<file path="src/rtl/spi_reg_bank_pkg.sv">
// Shared constants and helpers for the SPI configuration register bank.
// Mirrors the access-mode and command-bit definitions used by the SPI decoder.
package spi_reg_bank_pkg;

    typedef enum logic {
        REG_RW = 1'b0,
        REG_RO = 1'b1
    } reg_mode_e;

    // Default position of the transfer-request bit inside the transfer slot.
    localparam int XFER_BIT_POS = 0;

    function automatic reg_mode_e slot_mode(input logic ro_bit);
        return ro_bit ? REG_RO : REG_RW;
    endfunction

endpackage

</file>
<file path="src/rtl/spi_reg_bank_if.sv">
// Access bus between the SPI slave decoder (master) and the register bank (slave).
interface spi_reg_bank_if #(
    parameter int DATA_W = 8,
    parameter int ADDR_W = 4
) ();

    logic              I_enable;
    logic              I_wen;
    logic              I_ren;
    logic [ADDR_W-1:0] I_addr;
    logic [DATA_W-1:0] I_din;
    logic [DATA_W-1:0] O_dout;
    logic              O_rvalid;
    logic              O_addr_err;

    modport master (
        output I_enable, I_wen, I_ren, I_addr, I_din,
        input  O_dout, O_rvalid, O_addr_err
    );

    modport slave (
        input  I_enable, I_wen, I_ren, I_addr, I_din,
        output O_dout, O_rvalid, O_addr_err
    );

endinterface

</file>
<file path="src/rtl/spi_reg_cell.sv">
// One register slot: master copy, optional shadow (active) copy and a one-cycle update strobe.
module spi_reg_cell
    import spi_reg_bank_pkg::*;
#(
    parameter int              DATA_W   = 8,
    parameter logic [DATA_W-1:0] DEFAULT  = '0,
    parameter bit              SHADOWED = 1'b0
) (
    input  logic              clk_i,
    input  logic              rst_n_i,
    input  logic              wr_i,
    input  logic              xfer_i,
    input  logic [DATA_W-1:0] din_i,
    input  logic [DATA_W-1:0] clr_mask_i,
    output logic [DATA_W-1:0] master_o,
    output logic [DATA_W-1:0] active_o,
    output logic              strobe_o
);

    logic [DATA_W-1:0] master_q, master_d;
    logic [DATA_W-1:0] shadow_q, shadow_d;
    logic              strobe_q, strobe_d;

    // A write outranks the self-clear so the transfer bit can be re-armed in the copy cycle.
    always_comb begin
        master_d = wr_i ? din_i : (master_q & ~clr_mask_i);
        shadow_d = shadow_q;
        strobe_d = 1'b0;
        if (SHADOWED) begin
            if (xfer_i) begin
                shadow_d = master_q;
                strobe_d = 1'b1;
            end
        end else begin
            strobe_d = wr_i;
        end
    end

    always_ff @(posedge clk_i) begin
        if (!rst_n_i) begin
            master_q <= DEFAULT;
            shadow_q <= DEFAULT;
            strobe_q <= 1'b0;
        end else begin
            master_q <= master_d;
            shadow_q <= shadow_d;
            strobe_q <= strobe_d;
        end
    end

    assign master_o = master_q;
    assign active_o = SHADOWED ? shadow_q : master_q;
    assign strobe_o = strobe_q;

endmodule

</file>
<file path="src/rtl/spi_reg_bank.sv">
// SPI-addressable configuration register bank with RO slots, shadowed RW slots and
// an atomic transfer command; registered readback and per-slot update strobes.
module spi_reg_bank
    import spi_reg_bank_pkg::*;
#(
    parameter int                       DATA_W        = 8,
    parameter int                       ADDR_W        = 4,
    parameter int                       NUM_REGS      = 16,
    parameter logic [NUM_REGS*DATA_W-1:0] DEFAULT_VALS  = '0,
    parameter logic [NUM_REGS-1:0]      RO_MASK       = '0,
    parameter logic [NUM_REGS-1:0]      SHADOW_MASK   = '0,
    parameter int                       TRANSFER_ADDR = NUM_REGS - 1,
    parameter int                       TRANSFER_BIT  = XFER_BIT_POS
) (
    input  logic                       I_clk,
    input  logic                       I_reset_n,
    spi_reg_bank_if.slave              bus,
    input  logic [NUM_REGS*DATA_W-1:0] I_ro_data,
    output logic [NUM_REGS*DATA_W-1:0] O_regs,
    output logic [NUM_REGS-1:0]        O_upd_strobe
);

    if (TRANSFER_ADDR >= NUM_REGS || TRANSFER_ADDR < 0) begin : g_bad_xfer_addr
        $error("spi_reg_bank: TRANSFER_ADDR %0d outside 0..%0d", TRANSFER_ADDR, NUM_REGS - 1);
    end else if (RO_MASK[TRANSFER_ADDR] || SHADOW_MASK[TRANSFER_ADDR]) begin : g_bad_xfer_mode
        $error("spi_reg_bank: transfer slot %0d must be RW and unshadowed", TRANSFER_ADDR);
    end
    if (NUM_REGS > (1 << ADDR_W)) begin : g_bad_num_regs
        $error("spi_reg_bank: NUM_REGS %0d exceeds address space", NUM_REGS);
    end

    logic [NUM_REGS-1:0] wr_sel;
    logic [DATA_W-1:0]   master_arr [NUM_REGS];
    logic                xfer;
    logic                addr_ok;
    logic                rd_req;
    logic [DATA_W-1:0]   rd_val;

    logic [DATA_W-1:0]   dout_q, dout_d;
    logic                rvalid_q, rvalid_d;
    logic                addr_err_q, addr_err_d;

    // A pending transfer is simply the command bit sitting in master; it fires on the next edge.
    assign xfer    = master_arr[TRANSFER_ADDR][TRANSFER_BIT];
    assign addr_ok = 32'(bus.I_addr) < NUM_REGS;
    assign rd_req  = bus.I_enable & bus.I_ren;

    for (genvar gi = 0; gi < NUM_REGS; gi++) begin : g_slot
        localparam bit IS_RO = (slot_mode(RO_MASK[gi]) == REG_RO);
        localparam logic [DATA_W-1:0] CLR_BIT =
            (gi == TRANSFER_ADDR) ? ({{(DATA_W-1){1'b0}}, 1'b1} << TRANSFER_BIT) : '0;

        logic [DATA_W-1:0] active;
        logic              strobe;

        assign wr_sel[gi] = bus.I_enable & bus.I_wen & (bus.I_addr == ADDR_W'(gi)) & ~IS_RO;

        spi_reg_cell #(
            .DATA_W  (DATA_W),
            .DEFAULT (DEFAULT_VALS[gi*DATA_W +: DATA_W]),
            .SHADOWED(SHADOW_MASK[gi] && !IS_RO)
        ) u_cell (
            .clk_i     (I_clk),
            .rst_n_i   (I_reset_n),
            .wr_i      (wr_sel[gi]),
            .xfer_i    (xfer),
            .din_i     (bus.I_din),
            .clr_mask_i(xfer ? CLR_BIT : '0),
            .master_o  (master_arr[gi]),
            .active_o  (active),
            .strobe_o  (strobe)
        );

        assign O_regs[gi*DATA_W +: DATA_W] = active;
        assign O_upd_strobe[gi]            = strobe;
    end

    // Readback shows master (not shadow) for RW slots, live input for RO slots, 0 out of range.
    always_comb begin
        rd_val = '0;
        for (int i = 0; i < NUM_REGS; i++) begin
            if (bus.I_addr == ADDR_W'(i)) begin
                rd_val = RO_MASK[i] ? I_ro_data[i*DATA_W +: DATA_W] : master_arr[i];
            end
        end
    end

    always_comb begin
        dout_d     = rd_req ? rd_val : dout_q;
        rvalid_d   = rd_req;
        addr_err_d = bus.I_enable & (bus.I_wen | bus.I_ren) & ~addr_ok;
    end

    always_ff @(posedge I_clk) begin
        if (!I_reset_n) begin
            dout_q     <= '0;
            rvalid_q   <= 1'b0;
            addr_err_q <= 1'b0;
        end else begin
            dout_q     <= dout_d;
            rvalid_q   <= rvalid_d;
            addr_err_q <= addr_err_d;
        end
    end

    assign bus.O_dout     = dout_q;
    assign bus.O_rvalid   = rvalid_q;
    assign bus.O_addr_err = addr_err_q;

endmodule

</file>
<file path="src/flat_wrapper.sv">
// flat-port wrapper written by rule: the top's interface ports become plain ports
module spi_reg_bank_flat import spi_reg_bank_pkg::*;
#(
    parameter int                       DATA_W        = 8,
    parameter int                       ADDR_W        = 4,
    parameter int                       NUM_REGS      = 16,
    parameter logic [NUM_REGS*DATA_W-1:0] DEFAULT_VALS  = '0,
    parameter logic [NUM_REGS-1:0]      RO_MASK       = '0,
    parameter logic [NUM_REGS-1:0]      SHADOW_MASK   = '0,
    parameter int                       TRANSFER_ADDR = NUM_REGS - 1,
    parameter int                       TRANSFER_BIT  = XFER_BIT_POS
)
  (I_clk, I_reset_n, I_ro_data, O_regs, O_upd_strobe, bus_I_enable, bus_I_wen, bus_I_ren, bus_I_addr, bus_I_din, bus_O_dout, bus_O_rvalid, bus_O_addr_err);
  spi_reg_bank_if #(.DATA_W(DATA_W), .ADDR_W(ADDR_W)) bus_i ();
  input  logic I_clk;
  input  logic I_reset_n;
  input  logic [NUM_REGS*DATA_W-1:0] I_ro_data;
  output logic [NUM_REGS*DATA_W-1:0] O_regs;
  output logic [NUM_REGS-1:0] O_upd_strobe;
  input wire logic [$bits(bus_i.I_enable)-1:0] bus_I_enable;
  input wire logic [$bits(bus_i.I_wen)-1:0] bus_I_wen;
  input wire logic [$bits(bus_i.I_ren)-1:0] bus_I_ren;
  input wire logic [$bits(bus_i.I_addr)-1:0] bus_I_addr;
  input wire logic [$bits(bus_i.I_din)-1:0] bus_I_din;
  output wire logic [$bits(bus_i.O_dout)-1:0] bus_O_dout;
  output wire logic [$bits(bus_i.O_rvalid)-1:0] bus_O_rvalid;
  output wire logic [$bits(bus_i.O_addr_err)-1:0] bus_O_addr_err;
  assign bus_i.I_enable = bus_I_enable;
  assign bus_i.I_wen = bus_I_wen;
  assign bus_i.I_ren = bus_I_ren;
  assign bus_i.I_addr = bus_I_addr;
  assign bus_i.I_din = bus_I_din;
  assign bus_O_dout = bus_i.O_dout;
  assign bus_O_rvalid = bus_i.O_rvalid;
  assign bus_O_addr_err = bus_i.O_addr_err;
  spi_reg_bank #(.DATA_W(DATA_W), .ADDR_W(ADDR_W), .NUM_REGS(NUM_REGS), .DEFAULT_VALS(DEFAULT_VALS), .RO_MASK(RO_MASK), .SHADOW_MASK(SHADOW_MASK), .TRANSFER_ADDR(TRANSFER_ADDR), .TRANSFER_BIT(TRANSFER_BIT)) u_core (.I_clk(I_clk), .I_reset_n(I_reset_n), .bus(bus_i), .I_ro_data(I_ro_data), .O_regs(O_regs), .O_upd_strobe(O_upd_strobe));
endmodule
</file>
<file path="config.mk">
export PLATFORM = sky130hd
export DESIGN_NAME = spi_reg_bank_flat
export DESIGN_NICKNAME = d
export VERILOG_FILES = /design/src/rtl/spi_reg_bank_pkg.sv /design/src/rtl/spi_reg_bank_if.sv /design/src/rtl/spi_reg_cell.sv /design/src/rtl/spi_reg_bank.sv /design/src/flat_wrapper.sv
export SDC_FILE = /design/constraint.sdc
export NUM_CORES = 1
export LEC_CHECK = 0
export ABC_AREA = 1
export BUFFER_PORTS_ARGS = -buffer_cell sky130_fd_sc_hd__clkbuf_2
export CAP_MARGIN = 20
export CORE_MARGIN = 2
export CORE_UTILIZATION = 51
export DETAILED_ROUTE_END_ITERATION = 8
export PLACE_DENSITY = 0.82
export SYNTH_ARGS = -nofsm -noshare
export SYNTH_HDL_FRONTEND = slang
export SYNTH_HIERARCHICAL = 1
export SYNTH_SLANG_ARGS = --single-unit
export TNS_END_PERCENT = 20
</file>
<file path="constraint.sdc">
create_clock -name I_clk -period 1.7 [get_ports I_clk]
set_input_delay 0.34 -clock I_clk [delete_from_list [all_inputs] [get_ports I_clk]]
set_output_delay 0.34 -clock I_clk [all_outputs]
set_load 0.01 [all_outputs]
</file>
Yosys cells after proc, flatten, opt, wreduce, memory -nomap -nowiden --
Index checks and enable logic that the tools add are counted.
Storage, ports and cells: register bits 153, logic and storage cells 88, output and inout port bits 154, input port bits 145
Operators by class: bitwise operators 20, reductions and logical operators 1, equal/unequal tests 15, multiplexer cells 18
Operators with widths (count):
- 8-bit 2-to-1 mux | 17
- 4-bit == test, second input constant | 8
- 1-bit bitwise AND | 18
- 4-bit by 3-bit == test with 1-bit output, second input constant | 4
- 8-bit bitwise AND | 1
- 4-bit by 2-bit == test with 1-bit output, second input constant | 2
- 1-bit inverter with 8-bit output | 1
- 4-bit by 1-bit == test with 1-bit output, second input constant | 1
- 4-bit zero test | 1
- 1-bit 2-to-1 mux | 1

Logic depth before layout (Yosys ltp) --
Gate-level depths: netlist of the first run.
word-level depth 17, mapped depth 14, depth with buffers taken out 14

Modules after synthesis --
The synthesis of the first run kept the hierarchy.
By module, submodules not included:
- spi_reg_cell | seq. area each 180.2 sq um, times used 16, cells an instance 63, area each 417.9 sq um
- spi_reg_bank | seq. area each 180.2 sq um, times used 1, cells an instance 331, area each 1676.6 sq um

Worst setup path after synthesis of the first run --
Ideal clock, no wire load.
kind in2reg, from in bus_I_enable, to reg u_core.g_slot[5].u_cell.master_q[0], path buffers 1, data arrival time 1.468 ns, setup slack 0.174 ns, required time 1.642 ns, stages 7, library setup time 0.058 ns, path through nand2_1 clkbuf_1 nor3_1 nand2_1 inv_2 nand2_1 nand2_1
On the way: cells in the longest elaborated chain, start to end 2
RTL lines:
- start, declared | line flat_wrapper.sv:20 | input wire logic [$bits(bus_i.I_enable)-1:0] bus_I_enable;
- 1-bit bitwise AND (2 in a row) | line spi_reg_bank.sv:56 | assign wr_sel[gi] = bus.I_enable & bus.I_wen & (bus.I_addr == ADDR_W'(gi)) & ~IS_RO;
- net u_core.wr_sel[5] | line spi_reg_bank.sv:32 | logic [NUM_REGS-1:0] wr_sel;
- end signal, assigned | line spi_reg_cell.sv:45 | master_q <= master_d;
- end, declared | line spi_reg_cell.sv:20 | logic [DATA_W-1:0] master_q, master_d;
The timed path passes the listed nets, and every way through them passes these cells. A chain may end at the register's enable or synchronous reset.

Final worst setup path of the first run --
from reg u_core.g_slot[1].u_cell.master_q[2], to reg u_core.dout_q[2], in the netlist u_core/bus.O_dout[2]
On the way: cells in the longest elaborated chain, start to end 15
RTL lines:
- start, declared | line spi_reg_cell.sv:20
- start signal, assigned | line spi_reg_cell.sv:45
- 8-bit 2-to-1 mux (15 in a row) | line spi_reg_bank.sv:82 | if (bus.I_addr == ADDR_W'(i)) begin
- end signal, assigned | line spi_reg_bank.sv:100 | dout_q <= dout_d;
- end, declared | line spi_reg_bank.sv:39 | logic [DATA_W-1:0] dout_q, dout_d;
No other way between the ends.

==> results of run 1 <==
placed cells by master (no fill, tap or decap):
cell | netlist | final
bufinv_16 | 0 | 2
buf_12 | 0 | 4
nand2_4 | 1 | 2
dfxtp_1 | 153 | 153
clkbuf_2 | 0 | 169
or2_0 | 3 | 3
nor3_1 | 9 | 9
o21ai_0 | 1 | 1
nand2_2 | 2 | 2
nor2_4 | 4 | 4
inv_6 | 0 | 1
inv_2 | 19 | 19
nand3_1 | 35 | 35
a21oi_1 | 65 | 65
nand4_1 | 20 | 20
or2_2 | 3 | 3
inv_1 | 214 | 214
nor2_1 | 175 | 172
clkinv_2 | 0 | 3
nor2_2 | 22 | 25
nand2_1 | 461 | 460
conb_1 | 1 | 128
clkbuf_1 | 2 | 3
buf_4 | 145 | 73
clkbuf_16 | 0 | 17
clkbuf_8 | 0 | 2
clkinv_1 | 1 | 1
clkinv_4 | 0 | 4
critical path, stage by stage, from the launching register on:
cell,delay [ns]
dfxtp_1,0.33
nand3_1,0.10
nand2_1,0.06
nor2_1,0.13
nand3_1,0.11
nand2_1,0.09
nand3_1,0.08
nor2_1,0.16
nand3_1,0.14
nand2_2,0.13
nand4_1,0.10
nand2_1,0.07
a21oi_1,0.06
metal layers:
layer	share of wire [%]	up-vias	routed length (µm)	global-route usage (%)
met5	0	-	0	0
met4	2.2	0	548	10.1
met3	9.5	51	2350	7.80
met2	42	380	10500	41.9
met1	46	3752	11400	39.7
li1	-	4194	-	-
through the flow:
| step | util, % | setup slack [ns] | hold WS (ns) | setup TNS (ns) | power [mW] |
|---|---|---|---|---|---|
| detailed placement | 59.4 | -0.348 | 0.474 | -7.27 | 4.27 |
| finish | 63.2 | 0.0303 | 0.250 | 0 | 8.02 |
| global route | 63.2 | -0.00144 | 0.246 | -0.00144 | 8.28 |
| global placement | 59.4 | -0.335 | 0.465 | -5.92 | 4.26 |
| CTS | 63.1 | 0.0896 | 0.233 | 0 | 8.02 |
| floorplan | - | 0.174 | 0.450 | 0 | 4.01 |
worst max path at each step:
stage,startpoint,end,slack [ns],depth (start not counted)
global route,u_core/g_slot[0].u_cell/active_o[2],u_core/bus.O_dout[2],-0.001,12
floorplan,bus_I_enable,u_core/g_slot[5].u_cell/active_o[0],0.17,7
global placement,bus_I_addr[2],u_core/bus.O_dout[5],-0.33,14
detailed placement,bus_I_addr[2],u_core/bus.O_dout[2],-0.35,14
CTS,u_core/g_slot[0].u_cell/active_o[2],u_core/bus.O_dout[2],0.09,12
finish,u_core/g_slot[1].u_cell/active_o[2],u_core/bus.O_dout[2],0.03,12
flip-flops by register name, summed over array words and instances, names as in the netlist:
signal,cells
u_core/bus.O_dout,8
u_core/g_slot.u_cell/strobe_o,16
u_core/g_slot.u_cell/active_o,128
u_core/bus.O_rvalid,1
power by group:
| part | internal (mW) | switching (mW) | total [mW] |
|---|---|---|---|
| clock network | 2.25 | 1.55 | 3.80 |
| logic | 0.179 | 0.408 | 0.587 |
| registers | 3.61 | 0.0218 | 3.63 |
cell type report:
cell class                 instances  area [µm²]  share of cell area [%]
clock buffer                      22         464                    4.61
clock inverter                    10         119                    1.18
inverter                         234         878                    8.72
multi-input combinational        929        3800                    37.8
sequential                       153        3060                    30.4
tap                              216         270                    2.68
timing repair buffer             246        1470                    14.6
timing repair:
item | 4_1_cts | 5_1_grt
setup endpoints to repair | 0 | 4
buffers inserted | 0 | 0
gates resized for setup | 0 | 5
hold buffers | 0 | 0
cells by family after synthesis:
family / count (synthesis)
buf+inv: 384
other cells: 1
compound gates: 66
flops: 153
simple gates: 735
==> run metrics, run 1 <==
FF-to-FF setup slack=0.03 ns; post-route antenna net violation count=0; sequential element share of the synthesized area=36.6%; number of buffers inserted during clock tree synthesis=17; synthesized-area fraction occupied by ao, oa, aoi and oai cells=3.95%; worst path arrival time=1.98 ns; synthesis-to-layout area growth=20.4%; sinks on the clock net=153; kind of capture point of the worst setup path=flop; starting density of the core=52.5%; Pleak=5.26 nW; post-synthesis async set-or-reset flop share=0%; data required time of the critical path=2.01 ns; first-pass detailed-route iteration total=6; CTS Buffer Depth=2; EDFF count, synth=0; global placer's final weighted congestion=0.889; Hold Path Stages=3; multiplexer share of the synthesized area=0%; antenna violations before repair=0; xor/xnor cell area share of the yosys netlist=0%; total of buffers placed on input and output ports=169; Die X-Extent=132 µm; Synth area leader=dfxtp_1; library cell with the highest instance count after synthesis=nand2_1; worst-case vdd ir drop=0.000700 V; deepest level of the CTS H-tree=4; kind of start point of the critical path=flop; kind of path behind the tightest hold check=primary input to flop; largest fanout of any net on the critical path=3; post-DR vias/cell=4.63; estimated wirelength of the detail-placed design=18,000 µm; routed wire length=24,700 µm; post-layout min period=1.67 ns; CTS tree=yes; clock-pin slew on the worst setup and hold paths=0.06 ns; top post-synthesis cells by count=nand2_1 (461), inv_1 (214), nor2_1 (175); Synth Cell Area=0.00836 mm²; cell area power density=796 mW/mm²; main combinational cell family by area after synthesis=simple AND/OR/NAND/NOR gates; simple logic cell fraction of the synthesized area=35.6%; die area=0.0174 mm²; drt first-iter violations=950; origin of the critical flop-to-flop path=u_core/g_slot[1].u_cell/active_o[2]; startpoint of the lowest-slack hold path=I_reset_n; DR vias=8,377; Residual DRC=0; leading cell types by total area after synthesis=dfxtp_1 (37%), nand2_1 (21%), buf_4 (13%), inv_1 (9.6%), nor2_1 (7.9%); Final setup violation count=0; row count=46; relative slew slack=60.6%; largest net degree at the start of global routing=65; share of Yosys cell area claimed by the top area cell type=36.6%; final count of hold timing violations=0; number of pins with negative max-slew slack in the final report=0; endpoint of the lowest-slack register-to-register path=u_core/bus.O_dout[2]; worst-case hold path end point=u_core/g_slot[5].u_cell/strobe_o; post-DR wirelength/cell=13.7 µm; Post-Place Cells=1,778; floorplan core area=0.0159 mm²; global route total overflow=0; mean post-synth cell area=6.25 µm²; Unique masters post-synth=21; Final #Nets=1,726; Final Instance Area=0.0101 mm²; diodes inserted=0; flop and latch count out of synthesis=153; outcome=complete, no violations; Chip Height=132 µm; GRT Util Overall=28.4%; max cap viols=0; type of the worst setup path=flop to flop; yosys synthesis warning count=6; via count of the first global-routing pass=7,452; cell area after placement=0.00947 mm²; Non-Filler Instances=1,810; first-pass GRT wire length=38,900 µm; Setup Skew=0.00754 ns; gate count of the mapped netlist=1,339; period utilisation layout=98.2%; actual slew at the worst max-slew pin=0.591 ns; Register-to-Register Path Depth=12; Post-synth top flop=dfxtp_1; arithmetic-cell share of the synthesized area counting full adders, half adders and majority gates=0%; clock root buffer master=clkbuf_16; fill count=1,481; number of ports placed on the die boundary=299; share of post-route cells with drive strength above 1=20.7%; clock latency at the later pin of the worst-skew pair=0.43 ns; Peak Freq=599 MHz
(Power assumes the default switching activity.)
==> run 2, diff against run 1 <==
--- a/config.mk
+++ b/config.mk
@@ -9,9 +9,10 @@
 export BUFFER_PORTS_ARGS = -buffer_cell sky130_fd_sc_hd__clkbuf_2
 export CAP_MARGIN = 20
 export CORE_MARGIN = 2
-export CORE_UTILIZATION = 51
+export CORE_UTILIZATION = 30
+export CTS_CLUSTER_DIAMETER = 200
 export DETAILED_ROUTE_END_ITERATION = 8
-export PLACE_DENSITY = 0.82
+export RECOVER_POWER = 50
 export SYNTH_ARGS = -nofsm -noshare
 export SYNTH_HDL_FRONTEND = slang
 export SYNTH_HIERARCHICAL = 1
==> run 2 against run 1 <==
Register-to-register slack gained 0.10 ns. Clock power increased by 6.6%. Critical path type is now primary input to flop. Final cell count is 9.7% higher. Combinational power shrank 2%. Critical path depth rose by 2. Clock skew increased by 0.0015 ns.
==> run metrics, run 2 (same netlist as run 1, synthesis figures left out) <==
sinks on the clock net=153; actual slew at the worst max-slew pin=0.621 ns; DR vias=8,052; number of pins with negative max-slew slack in the final report=0; Peak Freq=626 MHz; startpoint of the lowest-slack hold path=I_reset_n; largest net degree at the start of global routing=39; cell area power density=806 mW/mm²; drt first-iter violations=561; Residual DRC=0; Final setup violation count=0; worst path arrival time=1.92 ns; Die X-Extent=171 µm; cell area after placement=0.00978 mm²; CP delay by family, top=simple AND/OR/NAND/NOR gates; outcome=complete, no violations; flip-flop count of the largest register, all copies and words added=128; Setup Skew=0.00902 ns; first-pass GRT wire length=40,800 µm; CTS tree=yes; setup fix buffers added after clock tree synthesis=0; type of the worst setup path=primary input to flop; data required time of the critical path=2.02 ns; final core area utilization=37.1%; antenna violations before repair=0; clock-pin slew on the worst setup and hold paths=0.07 ns; Pleak=5.03 nW; die area=0.0292 mm²; routed wire length=27,300 µm; clock latency at the later pin of the worst-skew pair=0.43 ns; tightest hold margin=0.367 ns; max cap viols=0; deepest level of the CTS H-tree=4; CTS Buffer Depth=2; commonest cells after routing, fill and taps aside=nand2_1 (461), inv_1 (225), nor2_1 (176); diodes inserted=0; maximum cell stage delay along the critical path=0.16 ns; period utilisation layout=94.0%; share of post-route cells with drive strength above 1=14.7%; total of buffers placed on input and output ports=169; CP Launch Point=bus_I_addr[2]; post-layout min period=1.60 ns; Final #Nets=1,740; post-route antenna net violation count=0; crit-path cells=clkbuf_2, nor2_1, buf_12, buf_4, nand3_1, nand4_1, nor2_1, nand4_1, nand2_1, nand4_1, nor2_1, nand3_1, nand2_1, a21oi_1; origin of the critical flop-to-flop path=u_core/g_slot[0].u_cell/active_o[7]; relative slew slack=58.6%; number of buffers inserted during clock tree synthesis=17; Final Instance Area=0.0103 mm²; global route total overflow=0; via count of the first global-routing pass=7,259; post-layout worst setup margin=0.101 ns; post-DR vias/cell=4.05; global placer's final weighted congestion=0.830; Chip Height=171 µm; worst-case vdd ir drop=0.000479 V; setup repair after global routing missed its margin=no; synthesis-to-layout area growth=22.6%; kind of capture point of the worst setup path=flop; post-DR wirelength/cell=13.7 µm; Worst path slowest cell=nand4_1; row count=61; final count of hold timing violations=0; clock root buffer master=clkbuf_16; starting density of the core=30.3%; most common cell after layout, fill and taps aside=nand2_1; GRT Util Overall=18.6%; worst slack at placement=-0.307 ns; kind of path behind the tightest hold check=primary input to flop; estimated wirelength of the detail-placed design=20,700 µm; kind of start point of the critical path=primary input; number of ports placed on the die boundary=299; first-pass detailed-route iteration total=8; Buf+Inv Stages, Crit Path=3; floorplan core area=0.0276 mm²; largest fanout of any net on the critical path=19; overall power consumption=8.26 mW
[run 2: changes by cell type in the layout (fill, tap and decap cells not counted), moves of 2 or more]
cell	change
clkinvlp_4	+2
clkinv_2	-2
inv_6	+3
clkbuf_4	+6
nor2_2	-5
clkbuf_1	+91
buf_4	-4
inv_1	+11
nor2_1	+4
clkbuf_2	-83
clkbuf_8	-2
inv_2	-11
[run 2: worst min-delay path, cell delays in order]
cell and delay [ns]:
clkbuf_2 0.12, buf_12 0.17, nand2_1 0.08, nor2_1 0.04
[run 2: power breakdown]
part | total (mW) | internal [mW] | switching [mW]
clock network | 4.05 | 2.35 | 1.71
logic | 0.577 | 0.170 | 0.406
registers | 3.63 | 3.61 | 0.0234
total | 8.26 | 6.12 | 2.14
[run 2: through the flow]
stage          std cells  TNS (ns)
2_1_floorplan       1466         0
3_3_place_gp        1954    -10.16
5_1_grt             1986         0
6_report            1986         0
4_1_cts             1986         0
3_5_place_dp        1954     -9.64
[run 2: final timing paths]
kind,slack [ns],endpoint,cells past startpoint
setup reg to reg,0.13,u_core/bus.O_dout[7],10
hold / removal,0.37,u_core/g_slot[8].u_cell/active_o[7],4
setup / recovery,0.10,u_core/bus.O_dout[7],14
hold reg to reg,0.50,u_core/bus.O_dout[2],2
[run 2: area by class of cell]
cell class | count | area, µm²
Multi-Input combinational cell | 929 | 3790
Clock inverter | 15 | 191
Sequential cell | 153 | 3060
Tap cell | 378 | 473
Fill cell | 3067 | 17400
Inverter | 234 | 878
Timing Repair Buffer | 260 | 1430
Clock buffer | 17 | 425
[run 2: timing repair]
action                     in CTS  in global routing
setup endpoints to repair       0                  2
resized for setup               0                  6
hold buffers                    0                  0
[run 2: metal layers]
| metal | part of all wire, % | vias to the layer above | routed length, µm | GRT usage (%) |
|---|---|---|---|---|
| met3 | 6.7 | 33 | 1820 | 3.96 |
| met5 | 0 | - | 0 | 0 |
| met1 | 47 | 3539 | 12800 | 24.7 |
| met2 | 45 | 256 | 12200 | 29.8 |
| li1 | - | 4224 | - | - |
| met4 | 1.7 | 0 | 465 | 6.15 |
